--- src/rtl/noc_host_injector_if.sv ---
// Host and network-side signal bundle for noc_host_injector.
// master is the host/router side, slave is the injector itself.
interface noc_host_injector_if #(
  parameter int PACKET_SIZE = 8
);
  logic [PACKET_SIZE-1:0] host_data_in;
  logic                   host_enable_in;
  logic                   host_full;
  logic [PACKET_SIZE-1:0] net_data_out;
  logic                   net_enable_out;
  logic                   net_buffer_full;
  logic [PACKET_SIZE-1:0] loop_data_out;
  logic                   loop_valid_out;
  logic [15:0]            sent_count;
  logic [7:0]             drop_count;

  modport master (
    output host_data_in, host_enable_in, net_buffer_full,
    input  host_full, net_data_out, net_enable_out,
    input  loop_data_out, loop_valid_out, sent_count, drop_count
  );

  modport slave (
    input  host_data_in, host_enable_in, net_buffer_full,
    output host_full, net_data_out, net_enable_out,
    output loop_data_out, loop_valid_out, sent_count, drop_count
  );
endinterface

--- src/rtl/noc_host_injector.sv ---
// Host network interface: queues host packets and injects them one flit
// at a time into a ring router port, looping self-addressed packets back.
module noc_host_injector #(
  parameter int ROUTER_ID   = 0,
  parameter int PACKET_SIZE = 8,
  parameter int ROUTER_BITS = 2,
  parameter int FIFO_DEPTH  = 4,
  parameter int INJECT_GAP  = 2
) (
  input logic               clk,
  input logic               rst,
  noc_host_injector_if.slave bus
);
  localparam int AW = $clog2(FIFO_DEPTH);
  localparam int CW = $clog2(FIFO_DEPTH + 1);

  typedef enum logic [1:0] {IDLE, GAP, SEND} state_e;

  logic [PACKET_SIZE-1:0] mem_q [FIFO_DEPTH];
  logic [AW-1:0]          wptr_q, wptr_d;
  logic [AW-1:0]          rptr_q, rptr_d;
  logic [CW-1:0]          cnt_q, cnt_d;
  state_e                 state_q, state_d;
  logic [3:0]             gap_q, gap_d;
  logic [PACKET_SIZE-1:0] ndata_q, ndata_d;
  logic                   nen_q, nen_d;
  logic [PACKET_SIZE-1:0] ldata_q, ldata_d;
  logic                   lval_q, lval_d;
  logic [15:0]            sent_q, sent_d;
  logic [7:0]             drop_q, drop_d;

  logic full_w, self_w, push_w, drop_w, pop_w;

  assign full_w = (cnt_q == CW'(FIFO_DEPTH));
  assign self_w = bus.host_enable_in &&
    (bus.host_data_in[ROUTER_BITS-1:0] == ROUTER_BITS'(ROUTER_ID));
  assign push_w = bus.host_enable_in && !self_w && !full_w;
  assign drop_w = bus.host_enable_in && !self_w && full_w;
  // full flag is only consulted while not in the post-flit gap
  assign pop_w  = (state_q != GAP) && (cnt_q != '0) &&
    !bus.net_buffer_full;

  always_comb begin
    state_d = state_q;
    gap_d   = gap_q;
    nen_d   = 1'b0;
    ndata_d = '0;
    sent_d  = sent_q;
    unique case (state_q)
      IDLE, SEND: begin
        if (pop_w) begin
          nen_d   = 1'b1;
          ndata_d = mem_q[rptr_q];
          sent_d  = sent_q + 16'd1;
          if (INJECT_GAP == 0) begin
            state_d = SEND;
          end else begin
            state_d = GAP;
            gap_d   = 4'(INJECT_GAP);
          end
        end else begin
          state_d = IDLE;
        end
      end
      GAP: begin
        gap_d = gap_q - 4'd1;
        if (gap_q <= 4'd1) state_d = IDLE;
      end
      default: state_d = IDLE;
    endcase
  end

  always_comb begin
    wptr_d = push_w ? wptr_q + 1'b1 : wptr_q;
    rptr_d = pop_w ? rptr_q + 1'b1 : rptr_q;
    cnt_d  = cnt_q;
    if (push_w && !pop_w) cnt_d = cnt_q + 1'b1;
    else if (!push_w && pop_w) cnt_d = cnt_q - 1'b1;
    lval_d  = self_w;
    ldata_d = self_w ? bus.host_data_in : ldata_q;
    drop_d  = (drop_w && drop_q != 8'hFF) ? drop_q + 8'd1 : drop_q;
  end

  always_ff @(posedge clk) begin
    if (push_w) mem_q[wptr_q] <= bus.host_data_in;
  end

  always_ff @(posedge clk) begin
    if (rst) begin
      wptr_q  <= '0;
      rptr_q  <= '0;
      cnt_q   <= '0;
      state_q <= IDLE;
      gap_q   <= '0;
      ndata_q <= '0;
      nen_q   <= 1'b0;
      ldata_q <= '0;
      lval_q  <= 1'b0;
      sent_q  <= '0;
      drop_q  <= '0;
    end else begin
      wptr_q  <= wptr_d;
      rptr_q  <= rptr_d;
      cnt_q   <= cnt_d;
      state_q <= state_d;
      gap_q   <= gap_d;
      ndata_q <= ndata_d;
      nen_q   <= nen_d;
      ldata_q <= ldata_d;
      lval_q  <= lval_d;
      sent_q  <= sent_d;
      drop_q  <= drop_d;
    end
  end

  assign bus.host_full      = full_w;
  assign bus.net_data_out   = ndata_q;
  assign bus.net_enable_out = nen_q;
  assign bus.loop_data_out  = ldata_q;
  assign bus.loop_valid_out = lval_q;
  assign bus.sent_count     = sent_q;
  assign bus.drop_count     = drop_q;
endmodule

--- src/flat_wrapper.sv ---
// flat-port wrapper written by rule: the top's interface ports become plain ports
module noc_host_injector_flat 
#(
  parameter int ROUTER_ID   = 0,
  parameter int PACKET_SIZE = 8,
  parameter int ROUTER_BITS = 2,
  parameter int FIFO_DEPTH  = 4,
  parameter int INJECT_GAP  = 2
)
  (clk, rst, bus_host_data_in, bus_host_enable_in, bus_net_buffer_full, bus_host_full, bus_net_data_out, bus_net_enable_out, bus_loop_data_out, bus_loop_valid_out, bus_sent_count, bus_drop_count);
  noc_host_injector_if #(.PACKET_SIZE(PACKET_SIZE)) bus_i ();
  input logic clk;
  input logic rst;
  input wire logic [$bits(bus_i.host_data_in)-1:0] bus_host_data_in;
  input wire logic [$bits(bus_i.host_enable_in)-1:0] bus_host_enable_in;
  input wire logic [$bits(bus_i.net_buffer_full)-1:0] bus_net_buffer_full;
  output wire logic [$bits(bus_i.host_full)-1:0] bus_host_full;
  output wire logic [$bits(bus_i.net_data_out)-1:0] bus_net_data_out;
  output wire logic [$bits(bus_i.net_enable_out)-1:0] bus_net_enable_out;
  output wire logic [$bits(bus_i.loop_data_out)-1:0] bus_loop_data_out;
  output wire logic [$bits(bus_i.loop_valid_out)-1:0] bus_loop_valid_out;
  output wire logic [$bits(bus_i.sent_count)-1:0] bus_sent_count;
  output wire logic [$bits(bus_i.drop_count)-1:0] bus_drop_count;
  assign bus_i.host_data_in = bus_host_data_in;
  assign bus_i.host_enable_in = bus_host_enable_in;
  assign bus_i.net_buffer_full = bus_net_buffer_full;
  assign bus_host_full = bus_i.host_full;
  assign bus_net_data_out = bus_i.net_data_out;
  assign bus_net_enable_out = bus_i.net_enable_out;
  assign bus_loop_data_out = bus_i.loop_data_out;
  assign bus_loop_valid_out = bus_i.loop_valid_out;
  assign bus_sent_count = bus_i.sent_count;
  assign bus_drop_count = bus_i.drop_count;
  noc_host_injector #(.ROUTER_ID(ROUTER_ID), .PACKET_SIZE(PACKET_SIZE), .ROUTER_BITS(ROUTER_BITS), .FIFO_DEPTH(FIFO_DEPTH), .INJECT_GAP(INJECT_GAP)) u_core (.clk(clk), .rst(rst), .bus(bus_i));
endmodule
--- config.mk ---
export PLATFORM = sky130hd
export DESIGN_NAME = noc_host_injector_flat
export DESIGN_NICKNAME = d
export VERILOG_FILES = /design/src/rtl/noc_host_injector_if.sv /design/src/rtl/noc_host_injector.sv /design/src/flat_wrapper.sv
export SDC_FILE = /design/constraint.sdc
export NUM_CORES = 1
export LEC_CHECK = 0
export CAP_MARGIN = 40
export CORE_ASPECT_RATIO = 1.1
export CORE_MARGIN = 2
export CORE_UTILIZATION = 45
export DETAILED_ROUTE_END_ITERATION = 6
export DONT_BUFFER_PORTS = 1
export GPL_TIMING_DRIVEN = 1
export PLACE_DENSITY = 0.65
export SYNTH_ARGS = -nofsm -noshare
export SYNTH_HDL_FRONTEND = slang
export SYNTH_SLANG_ARGS = --single-unit
--- constraint.sdc ---
create_clock -name clk -period 3.6 [get_ports clk]
set_input_delay 0.72 -clock clk [delete_from_list [all_inputs] [get_ports clk]]
set_output_delay 0.72 -clock clk [all_outputs]
set_load 0.05 [all_outputs]
Word-level counts from Yosys, hierarchy flattened
Memory sizes are Yosys's and may differ from the RTL's. A register that Yosys moved wholly into a read port is not among the register bits.
Cells that the tools add are included.
{"block": "op_classes", "multipliers": 0, "reduce_logical": 24, "n_lt_le_gt_ge": 1, "add_sub_neg": 7, "eq_ne": 7, "bitwise_logic": 2, "div": 0, "n_shift": 0, "n_mux": 10}
{"op": "adder 16 x 1 -> 16 bit, second input constant", "count": 1}
{"op": "logical AND 1 bit", "count": 9}
{"op": "adder 8 x 1 -> 8 bit, second input constant", "count": 1}
{"op": "!= test 8 bit, second input constant", "count": 1}
{"op": "case mux 4 bit (2 select lines)", "count": 1}
{"op": "two-way mux 3 bit", "count": 2}
{"op": "!= test 2 x 1 -> 1 bit, second input constant", "count": 3}
{"op": "zero test 1 bit", "count": 5}
{"op": "adder 2 x 1 -> 2 bit, second input constant", "count": 2}
{"op": "less-or-equal comparator 4 x 1 -> 1 bit, second input constant", "count": 1}
{"op": "zero test 2 bit", "count": 2}
{"op": "two-way mux 1 bit", "count": 4}
{"op": "two-way mux 4 bit", "count": 1}
{"op": "case mux 2 bit (2 select lines)", "count": 1}
{"op": "AND reduction 2 bit", "count": 2}
{"op": "nonzero test 2 bit", "count": 2}
{"op": "OR reduction 2 bit", "count": 2}
{"op": "subtractor 4 x 1 -> 4 bit, second input constant", "count": 1}
{"op": "adder 3 x 1 -> 3 bit, second input constant", "count": 1}
{"op": "equality test 3 bit, second input constant", "count": 1}
{"op": "nonzero test 3 bit", "count": 1}
{"op": "OR reduction 3 bit", "count": 1}
{"op": "subtractor 3 x 1 -> 3 bit, second input constant", "count": 1}
{"op": "equality test 2 x 1 -> 1 bit, second input constant", "count": 1}
{"op": "3 further kinds", "count": 4}
{"block": "word_totals", "memories": 1, "register_bits": 47, "romBits": 0, "ramBits": 32, "inputBits": 12, "latchBits": 0}
{"name": "u_core.mem_q", "depth": 4, "word_bits": 8, "rd": 1, "rd_clocked_by_memory_dff": 1, "write_ports": 1, "line": "noc_host_injector.sv:19", "text": "logic [PACKET_SIZE-1:0] mem_q [FIFO_DEPTH];"}

Depth between registers and ports, before layout
Gate-level depths: netlist (run 1).
{"block": "logic_depth", "depth_word": 9, "mapped_depth": 11, "mapped_depth_nobuf": 9}

Worst setup path after synthesis (run 1)
No wires, ideal clock.
{"block": "synth_timing", "path_kind": "input-to-reg", "from": "input bus_host_data_in[0]", "to": "register u_core.cnt_q[2]", "t_required_ns": 3.529, "arrival_ns": 2.486, "setup_slack_ns": 1.043, "stages": 9, "cell_sequence": "o21a_1 nor2b_1 clkbuf_1 ha_1 inv_1 fa_1 xor2_1 or3_1 a21oi_1"}
{"block": "synth_between", "elab_chain_len": 8}
{"item": "start: declaration", "line": "flat_wrapper.sv:14", "text": "input wire logic [$bits(bus_i.host_data_in)-1:0] bus_host_data_in;"}
{"item": "zero test 2 bit (*)", "line": "noc_host_injector.sv:36", "text": "(bus.host_data_in[ROUTER_BITS-1:0] == ROUTER_BITS'(ROUTER_ID));"}
{"item": "logical AND 1 bit (*)", "line": "noc_host_injector.sv:35", "text": "assign self_w = bus.host_enable_in &&"}
{"item": "zero test 1 bit (*)", "line": "noc_host_injector.sv:37", "text": "assign push_w = bus.host_enable_in && !self_w && !full_w;"}
{"item": "logical AND 1 bit (*) (2 in a row)", "line": "noc_host_injector.sv:37"}
{"item": "via u_core.push_w", "line": "noc_host_injector.sv:32", "text": "logic full_w, self_w, push_w, drop_w, pop_w;"}
{"item": "zero test 1 bit", "line": "noc_host_injector.sv:78", "text": "else if (!push_w && pop_w) cnt_d = cnt_q - 1'b1;"}
{"item": "logical AND 1 bit", "line": "noc_host_injector.sv:78"}
{"item": "nonzero test 2 bit (no line)"}
{"item": "end signal: assignment", "line": "noc_host_injector.sv:104", "text": "cnt_q <= cnt_d;"}
{"item": "end: declaration", "line": "noc_host_injector.sv:22", "text": "logic [CW-1:0] cnt_q, cnt_d;"}
The timed path passes the listed nets; every way through them passes the cells marked *.
A chain may end at the register's enable or synchronous reset.

Worst setup path after layout (run 1)
{"block": "layout_timing", "from": "register u_core.cnt_q[0]", "to": "register u_core.cnt_q[2]"}
{"block": "layout_between", "elab_chain_len": 6}
{"item": "branches (longest 6 deep; another with subtractor 3 x 1 -> 3 bit)"}
Parallel ways; which one is timed is not known. The select of a mux whose other input is x is not followed.

==> run metrics, run 1 <==
postcts setup bufs 0; ant diodes 0; outcome finished clean; DP Wirelength between 4 and 5 mm; final hold vios 0; drt pass-1 iters 4; gr usage total 16.1%; vias in the first global route 2043; Hold WC Path Type in2reg; setup_tns 0 ps; switching fraction of total power between 30% and 40%; NumNets Final roughly 300; Clock Latency Late Sink roughly 350 ps; Routed WL 6.28 mm; most used cell, CP or3_1; max_cap viols 0; Worst Tran Pin Value roughly 680 ps; NetSw ~0.75 mW; Worst Setup Start Kind register; cts hold-fix bufs 0; max-slew violation count 0; met2 wire length 3.08 mm; CTS clk-pin slew, worst paths around 80 ps; initial core utilization 46.5%; most common cell after layout, fill and taps aside dfxtp_1; sinks on the clock net 86; Worst EP required 3880 ps; Logic pwr share 16.2%; drt wl/cell 16.1 microns; Final setup viols 0; Flop pwr share a little over half; clock share of power between 20% and 30%; share of cells above drive strength 1 around an eighth; CTS tree done; final critical-path share of the clock period about four fifths; IO Pins 55; register bit total from synthesis between 80 and 90; die span in x slightly below 90 microns; met3 wire length ~280 microns; WP buf/inv 2; Max Fclk 350 MHz; Int Power around 1.7 mW; core area roughly 7500 sq um; slew margin rel. between 50% and 60%; Die Ht ~96 microns; area taken by multi-input logic gates approximately 1300 sq um; antenna-violating nets left 0; Mapped Nets around 300; htree depth 3; commonest cells after routing, fill and taps aside dfxtp_1, edfxtp_1, nor2_1, a21oi_1, xor2_1; P&R area growth vs syn 8.28%; routability cong. just over 0.7; largest net degree at the start of global routing 47; peak supply drop around 0.30 mV; syn_area_per_cell approximately 12 sq um; Worst path slowest cell or3_1; crit end category register; PwrDens 650 nW/um^2; CTS buffer count 9; Pleak around 1.3 nW; Synth Instances 282; setup slack, reg-to-reg ~740 ps; crit path DAT between 3000 and 4000 ps; wire length on met1 ~2.8 mm; clk buf depth 2; DRT iter0 DRCs 63; I/O Buffers 0; minimum clock period 2860 ps; Storage cell area 2040 sq um; total power approximately 2.4 mW; Vias 2065; Fillers about 680; Seq/Total Area, Yosys 58.7%; detailed-route DRC error count 0; Ys Warns 0; first-pass GRT wire length between 10 and 15 mm; CP top delay family simple AND/OR/NAND/NOR gates; total die area between 8000 and 9000 sq um; Yosys cell types 42; CP Cell Sequence or3_1, and2_1, inv_2, ha_1, inv_1, fa_1, xor2_1, or3_1, a21oi_1; highest metal used met4; initial antenna violation count 0; critical setup path kind reg2reg; num rows 33; GRT overflow 0; Cell Area, Synth approximately 3500 sq um; slowest stage delay, CP 520 ps; drt via density approximately 5.3; # resized after CTS 0; CTS root buf clkbuf_8; CP Max Fanout 15; Max Clock Skew about 9 ps; RSZ-0062 raised after global routing no
[sequential cells by signal, summed over array words and instances, names as in the netlist]
signal,count
u_core.bus.drop_count,8
u_core.bus.loop_data_out,8
u_core.bus.loop_valid_out,1
u_core.bus.net_data_out,8
u_core.bus.net_enable_out,1
u_core.bus.sent_count,16
u_core.cnt_q,3
u_core.gap_q,4
u_core.mem_q,32
u_core.rptr_q,2
u_core.state_q,1
u_core.wptr_q,2
[path summary, 6_finish.rpt]
check	cells past startpoint	from	end
setup / recovery	9	u_core.cnt_q[0]	u_core.cnt_q[2]
hold / removal	1	rst	u_core.bus.drop_count[6]
setup reg to reg	9	u_core.cnt_q[0]	u_core.cnt_q[2]
hold reg to reg	2	u_core.cnt_q[2]	u_core.cnt_q[2]
[cells in the mapped netlist, drive strengths merged]
master   count  area [sq um]
a21oi       14          70.1
and2         7          43.8
and3        10          62.6
and4         2          20.0
and4bb       1          12.5
buf          8          55.1
clkbuf       6          22.5
dfxtp       54          1080
edfxtp      32           961
fa           1          20.0
ha           9           113
inv          8          30.0
mux2i        9          90.1
mux4         8           180
nand2        9          33.8
nand3       11          55.1
nand4        7          65.1
nor2        27           104
nor2b        1          6.26
nor3         3          30.0
nor3b        4          41.3
nor4b        1          8.76
o2111ai      1          8.76
o211ai       1          12.5
o21a         1          7.51
o21ai       10          50.1
o311ai       2          17.5
o31ai        3          22.5
o41ai        2          17.5
or2          1          6.26
or3          9          56.3
or4          2          15.0
xnor2        5          43.8
xor2        13           114
[cells by family after synthesis]
logic type               share of synthesized area, %
AO/OA/AOI/OAI                                    5.94
XOR/XNOR                                         4.53
adder cells (fa/ha/maj)                          3.81
buffers and inverters                            3.09
flip-flops                                       58.7
multiplexers                                     7.77
AND/OR/NAND/NOR                                  16.1
[power by group through the flow]
stage               Combinational (mW)  Clock [mW]  Sequential (mW)
global placement                 0.395           0             1.34
floorplan                        0.418           0             1.28
CTS                              0.404       0.746             1.33
detailed placement               0.403           0             1.35
finish                           0.397       0.729             1.32
global route                     0.452       0.783             1.34
[metal layers]
layer,global-route usage [%],vias to the layer above
li1,-,1019
met1,20.7,999
met2,25.6,39
met3,5.23,8
met4,5.38,0
met5,0,-
[cell type report]
cell class                      instances  area share [%]
Sequential cell                        86            54.2
Multi-Input combinational cell        174            35.4
Tap cell                              105            3.49
Clock buffer                           10            3.39
Clock inverter                          6            2.29
Inverter                                8           0.798
Timing Repair Buffer                    2           0.399
[stage by stage]
step / std cells / utilization, % / area [sq um] / hold WS, ps / worst slack, ps
after floorplan: 282 / - / 3480 / 467 / 1040
after global placement: 374 / 47.4 / 3540 / 475 / 856
after detailed placement: 375 / 47.5 / 3550 / 500 / 746
after CTS: 391 / 50.4 / 3760 / 418 / 726
after global routing: 391 / 50.4 / 3760 / 420 / 533
final: 391 / 50.4 / 3760 / 434 / 745
No activity file was read; power rests on OpenSTA's default activity.
==> inputs of run 2 (changes only) <==
- clock period: 3.6 -> 2.83 ns (I/O delays scaled with it)
==> run 2 against run 1 <==
Power rose by 26%. Combinational power up 55%. Register-to-register slack got worse by 300 ps. Critical endpoint unchanged. Critical path type unchanged. Global-route usage rose by 0.58 points. Clock skew is 3.4 ps higher. Die area stayed put. Sequential power rose by 23%. Sequential share of layout area shrank 1.2 points. Largest power group unchanged.
==> run metrics, run 2 (same netlist as run 1, synthesis figures left out) <==
fin util 51.5% (+1.2 points); drt wl/cell 16.0 microns (-0.51%); most flop-heavy register u_core.mem_q; total die area 8450 sq um (unchanged); fin cells 406 (+3.8%); share of cells above drive strength 1 17.9% (+4.7 points); Pleak 1.41 nW (+5.1%); Max Fclk 420 MHz (+20%); routability cong. 0.730 (+2.7%); CP Max Fanout 5 (-10); IO Pins 55 (unchanged); core area 7470 sq um (unchanged); sinks on the clock net 86 (unchanged); Final setup viols 0 (unchanged); die span in x 87.8 microns (unchanged); I/O Buffers 0 (unchanged); R2R cell count 9 (unchanged); htree depth 3 (unchanged); cts hold-fix bufs 0 (unchanged); most used cell, CP or3_1; clk buf depth 2 (unchanged); DRT iter0 DRCs 58 (-7.9%); Hold WC Path Type in2reg; vias in the first global route 2186 (+7.0%); DP Wirelength 4.40 mm (+1.7%); CP top delay family simple AND/OR/NAND/NOR gates; postcts setup bufs 0 (unchanged); Clock Latency Late Sink 360 ps (about the same); num rows 33 (unchanged); Worst path slowest cell fa_1; total power 3.08 mW (+26%); ant diodes 0 (unchanged); Worst Tran Pin Value 665 ps (-13.5 ps); antenna-violating nets left 0 (unchanged); Die Ht 96.2 microns (unchanged); P&R area growth vs syn 10.8%; # resized after CTS 0 (unchanged); Worst Setup Start Kind register; worst hold slack 268 ps (-166 ps); drt via density 5.29 (+0.22%); NumNets Final 318 (+5.0%); commonest cells after routing, fill and taps aside dfxtp_1, edfxtp_1, nor2_1, buf_4, a21oi_1; placed cells 390 (+4.0%); initial antenna violation count 0 (unchanged); crit end category register; Fillers 663 (-1.8%); crit path DAT 2670 ps (-460 ps); first-pass GRT wire length 10.4 mm (+3.4%); CTS tree done; Routed WL 6.49 mm (+3.3%); setup_tns 0 ps (unchanged); initial core utilization 46.5% (unchanged); drt pass-1 iters 4 (unchanged); slew margin rel. 55.6% (+0.90 points); CTS root buf clkbuf_8; CTS buffer count 9 (unchanged); minimum clock period 2380 ps (-475 ps); Vias 2149 (+4.1%); max FFs per register 32 (unchanged); PwrDens 798 nW/um^2 (+23%); gr usage total 16.7% (+0.58 points); RSZ-0062 raised after global routing no; peak supply drop 0.379 mV (+28%); critical setup path kind reg2reg; max_cap viols 0 (unchanged); most common cell after layout, fill and taps aside dfxtp_1; WP buf/inv 2 (unchanged); outcome finished clean; CP Cell Sequence or3_1, and2_1, inv_2, ha_1, inv_1, fa_1, xor2_1, or3_1, a21oi_1; GRT overflow 0 (unchanged); final hold vios 0 (unchanged); CTS clk-pin slew, worst paths 100 ps (+20 ps); largest net degree at the start of global routing 47 (unchanged); detailed-route DRC error count 0 (unchanged); Worst EP required 3120 ps (-760 ps); Hold Path Cell Cnt 1 (unchanged); slowest stage delay, CP 430 ps (-90 ps); Max Clock Skew 12.4 ps (+3.45 ps); max-slew violation count 0 (unchanged); critical path depth 9 (unchanged); final critical-path share of the clock period 84.1% (+4.8 points)
[run 2: changes by cell type in the layout (fill, tap and decap cells not counted)]
| cell | change |
|---|---|
| buf_4 | +15 |
| bufinv_16 | -2 |
| clkbuf_1 | -1 |
| clkinv_2 | -2 |
| inv_6 | +3 |
| inv_8 | +2 |
[run 2: through the flow]
stage / area (sq um) / setup WS (ps)
2_1_floorplan: 3480 / 338
3_5_place_dp: 3660 / 447
3_3_place_gp: 3660 / 518
5_1_grt: 3850 / 273
6_report: 3850 / 449
4_1_cts: 3850 / 430
[run 2: final timing paths]
kind,slack (ps),from,to
worst max-delay path,450,u_core.cnt_q[0],u_core.cnt_q[2]
worst min-delay path,270,rst,u_core.bus.sent_count[4]
worst max register to register,450,u_core.cnt_q[0],u_core.cnt_q[2]
worst min register to register,520,u_core.cnt_q[2],u_core.cnt_q[2]
[run 2: final cells by class]
class	instances	area [sq um]	area share [%]
multi-input cells	174	1330	34.6
flip-flops and latches	86	2040	53.0
clock buffers	9	124	3.22
repair buffers	17	128	3.31
inverters	8	30.0	0.779
clock inverters	7	65.1	1.69
well taps	105	131	3.41
[run 2: power breakdown]
part	internal (mW)	leakage, nW	switching, mW
logic	0.288	0.581	0.328
clock network	0.342	0.0947	0.494
registers	1.41	0.730	0.213
[run 2: metal layers]
layer	part of all wire (%)	global-route usage [%]	vias up
li1	-	-	1055
met1	44	19.7	1047
met2	50	28.5	39
met3	4.2	4.55	8
met4	1.6	6.92	0
met5	0	0	-
==> inputs of run 3 (changes only) <==
- PLACE_DENSITY: 0.65 -> 0.67
- clock period: 2.83 -> 2.1 ns (I/O delays scaled with it)
==> run 3 against run 2 <==
Clock power up 53%. Flip-flop and latch count unchanged. Register-to-register slack worse by 430 ps. Critical path depth unchanged. Sequential share of layout area down 2.6 points. Power up 45%. Cell area up 5.5%. Largest cell class unchanged. Via count up 1.0%. Core utilization up 2.8 points. Combinational power up 66%. Routed wire length about the same. Clock-buffer cell count unchanged.
==> run metrics, run 3 (same netlist as run 1, synthesis figures left out) <==
most common cell after layout, fill and taps aside dfxtp_1; Critical path origin u_core.cnt_q[0]; slew margin rel. 63.5% (+7.9 points); clk buf depth 2 (unchanged); fin util 54.4% (+2.8 points); ant diodes 0 (unchanged); peak supply drop 0.527 mV (+39%); gr usage total 16.7% (+0.018 points); switching fraction of total power 30.8% (-2.8 points); die span in x 87.8 microns (unchanged); largest net degree at the start of global routing 47 (unchanged); DP Wirelength 4.51 mm (+2.5%); max-slew violation count 0 (unchanged); Worst Setup Start Kind register; minimum clock period 2080 ps (-299 ps); P&R area growth vs syn 16.8%; NumNets Final 336 (+5.7%); initial antenna violation count 0 (unchanged); first-pass GRT wire length 10.3 mm (-0.80%); GRT overflow 0 (unchanged); Vias 2171 (+1.0%); total die area 8450 sq um (unchanged); clock share of power 28.7% (+1.5 points); Clock Latency Late Sink 350 ps (about the same); Die Ht 96.2 microns (unchanged); final hold vios 0 (unchanged); drt wl/cell 15.3 microns (-4.2%); sinks on the clock net 86 (unchanged); Max Clock Skew 7.26 ps (-5.18 ps); max_cap viols 0 (unchanged); final critical-path share of the clock period 99.1% (+15 points); Final setup viols 0 (unchanged); Worst EP required 2390 ps (-730 ps); Max Fclk 480 MHz (+14%); Routed WL 6.50 mm (about the same); PwrDens 1100 nW/um^2 (+38%); core area 7470 sq um (unchanged); setup slack, reg-to-reg 20 ps (-430 ps); commonest cells after routing, fill and taps aside dfxtp_1, buf_4, edfxtp_1, nor2_1, a21oi_1; Setup WS pre-CTS -12.1 ps (-459 ps); I/O Buffers 0 (unchanged); crit path DAT 2370 ps (-300 ps); routability cong. 0.706 (-3.3%); Logic pwr share 22.9% (+2.9 points); RR Startpoint u_core.cnt_q[0]; num rows 33 (unchanged); DRT iter0 DRCs 134 (+130%); Flop pwr share 48.4% (-4.4 points); NetSw 1.38 mW (+33%); R2R cell count 9 (unchanged); CTS root buf clkbuf_8; Int Power 3.09 mW (+51%); Critical path destination u_core.cnt_q[2]; critical setup path kind reg2reg; vias in the first global route 2145 (-1.9%); Hold WC Path Type in2reg; max FFs per register 32 (unchanged); reg2reg end u_core.cnt_q[2]; htree depth 3 (unchanged); IO Pins 55 (unchanged); CTS buffer count 9 (unchanged); Pleak 1.52 nW (+7.9%); most flop-heavy register u_core.mem_q; crit end category register; RSZ-0062 raised after global routing yes; CTS clk-pin slew, worst paths 80 ps (-20 ps); drt pass-1 iters 4 (unchanged); outcome finished clean; Final WS setup 18.8 ps (-431 ps); CP Max Fanout 2 (-3); Worst Tran Pin Value 547 ps (-118 ps); CTS tree done; share of cells above drive strength 1 24.8% (+6.8 points); detailed-route DRC error count 0 (unchanged); initial core utilization 46.5% (unchanged); antenna-violating nets left 0 (unchanged); cts hold-fix bufs 0 (unchanged); drt via density 5.12 (-3.3%)
[run 3: cell count changes in the layout (fill, tap and decap cells not counted), sizes merged]
cell      previous run  this run
clkinv               1         2
clkinvlp             1         2
bufinv               0         2
inv                 13         9
buf                 17        35
[run 3: final cells by class]
type	count	area [sq um]
Inverter	8	32.5
Fill cell	636	3410
Clock buffer	9	124
Sequential cell	86	2050
Timing Repair Buffer	35	275
Tap cell	105	131
Multi-Input combinational cell	174	1360
Clock inverter	7	97.6
[run 3: per-layer routing]
layer,up-vias,share of wire (%),GRT usage [%]
li1,1085,-,-
met1,1035,45,21.2
met2,45,49,26.5
met3,6,5.0,5.32
met4,0,1.2,6.54
met5,-,0,0
[run 3: worst max-delay path: stages, from the launching register on]
cell and delay, ps:
dfxtp_4 350, or3_4 380, and2_4 160, inv_4 50, ha_4 130, inv_2 40
fa_2 330, xor2_1 150, or3_1 310, a21oi_1 120
[run 3: power by group through the flow]
stage	Combinational, mW	Clock, mW	Sequential [mW]
after floorplan	0.753	0	2.21
after global placement	0.988	0	2.19
after detailed placement	1.01	0	2.21
after CTS	1.03	1.33	2.17
after global routing	1.13	1.39	2.19
final	1.02	1.28	2.16
[run 3: how the worst min path moves through the flow]
stage | slack, ps | to | cells past startpoint | startpoint
detailed placement | 490 | u_core.cnt_q[2] | 2 | u_core.cnt_q[2]
finish | 120 | u_core.bus.drop_count[2] | 1 | rst
floorplan | 470 | u_core.cnt_q[2] | 2 | u_core.cnt_q[2]
CTS | 100 | u_core.bus.drop_count[6] | 1 | rst
global placement | 480 | u_core.cnt_q[2] | 2 | u_core.cnt_q[2]
global route | 100 | u_core.bus.loop_data_out[2] | 1 | rst
[run 3: through the flow]
| stage | power (mW) | hold slack (ps) | TNS [ps] | area, sq um | cells |
|---|---|---|---|---|---|
| CTS | 4.52 | 102 | 0 | 4060 | 423 |
| finish | 4.47 | 125 | 0 | 4060 | 424 |
| detailed placement | 3.21 | 490 | -12.1 | 3830 | 407 |
| floorplan | 2.96 | 471 | -239 | 3510 | 282 |
| global placement | 3.18 | 484 | 0 | 3830 | 407 |
| global route | 4.71 | 95.4 | -38.1 | 4060 | 424 |
[run 3: timing repair]
| item | 4_1_cts | 5_1_grt |
|---|---|---|
| pin swaps | 3 | 1 |
| gates resized for setup | 1 | 0 |
| endpoints found under the setup margin | 1 | 1 |
| buffers inserted | 0 | 1 |
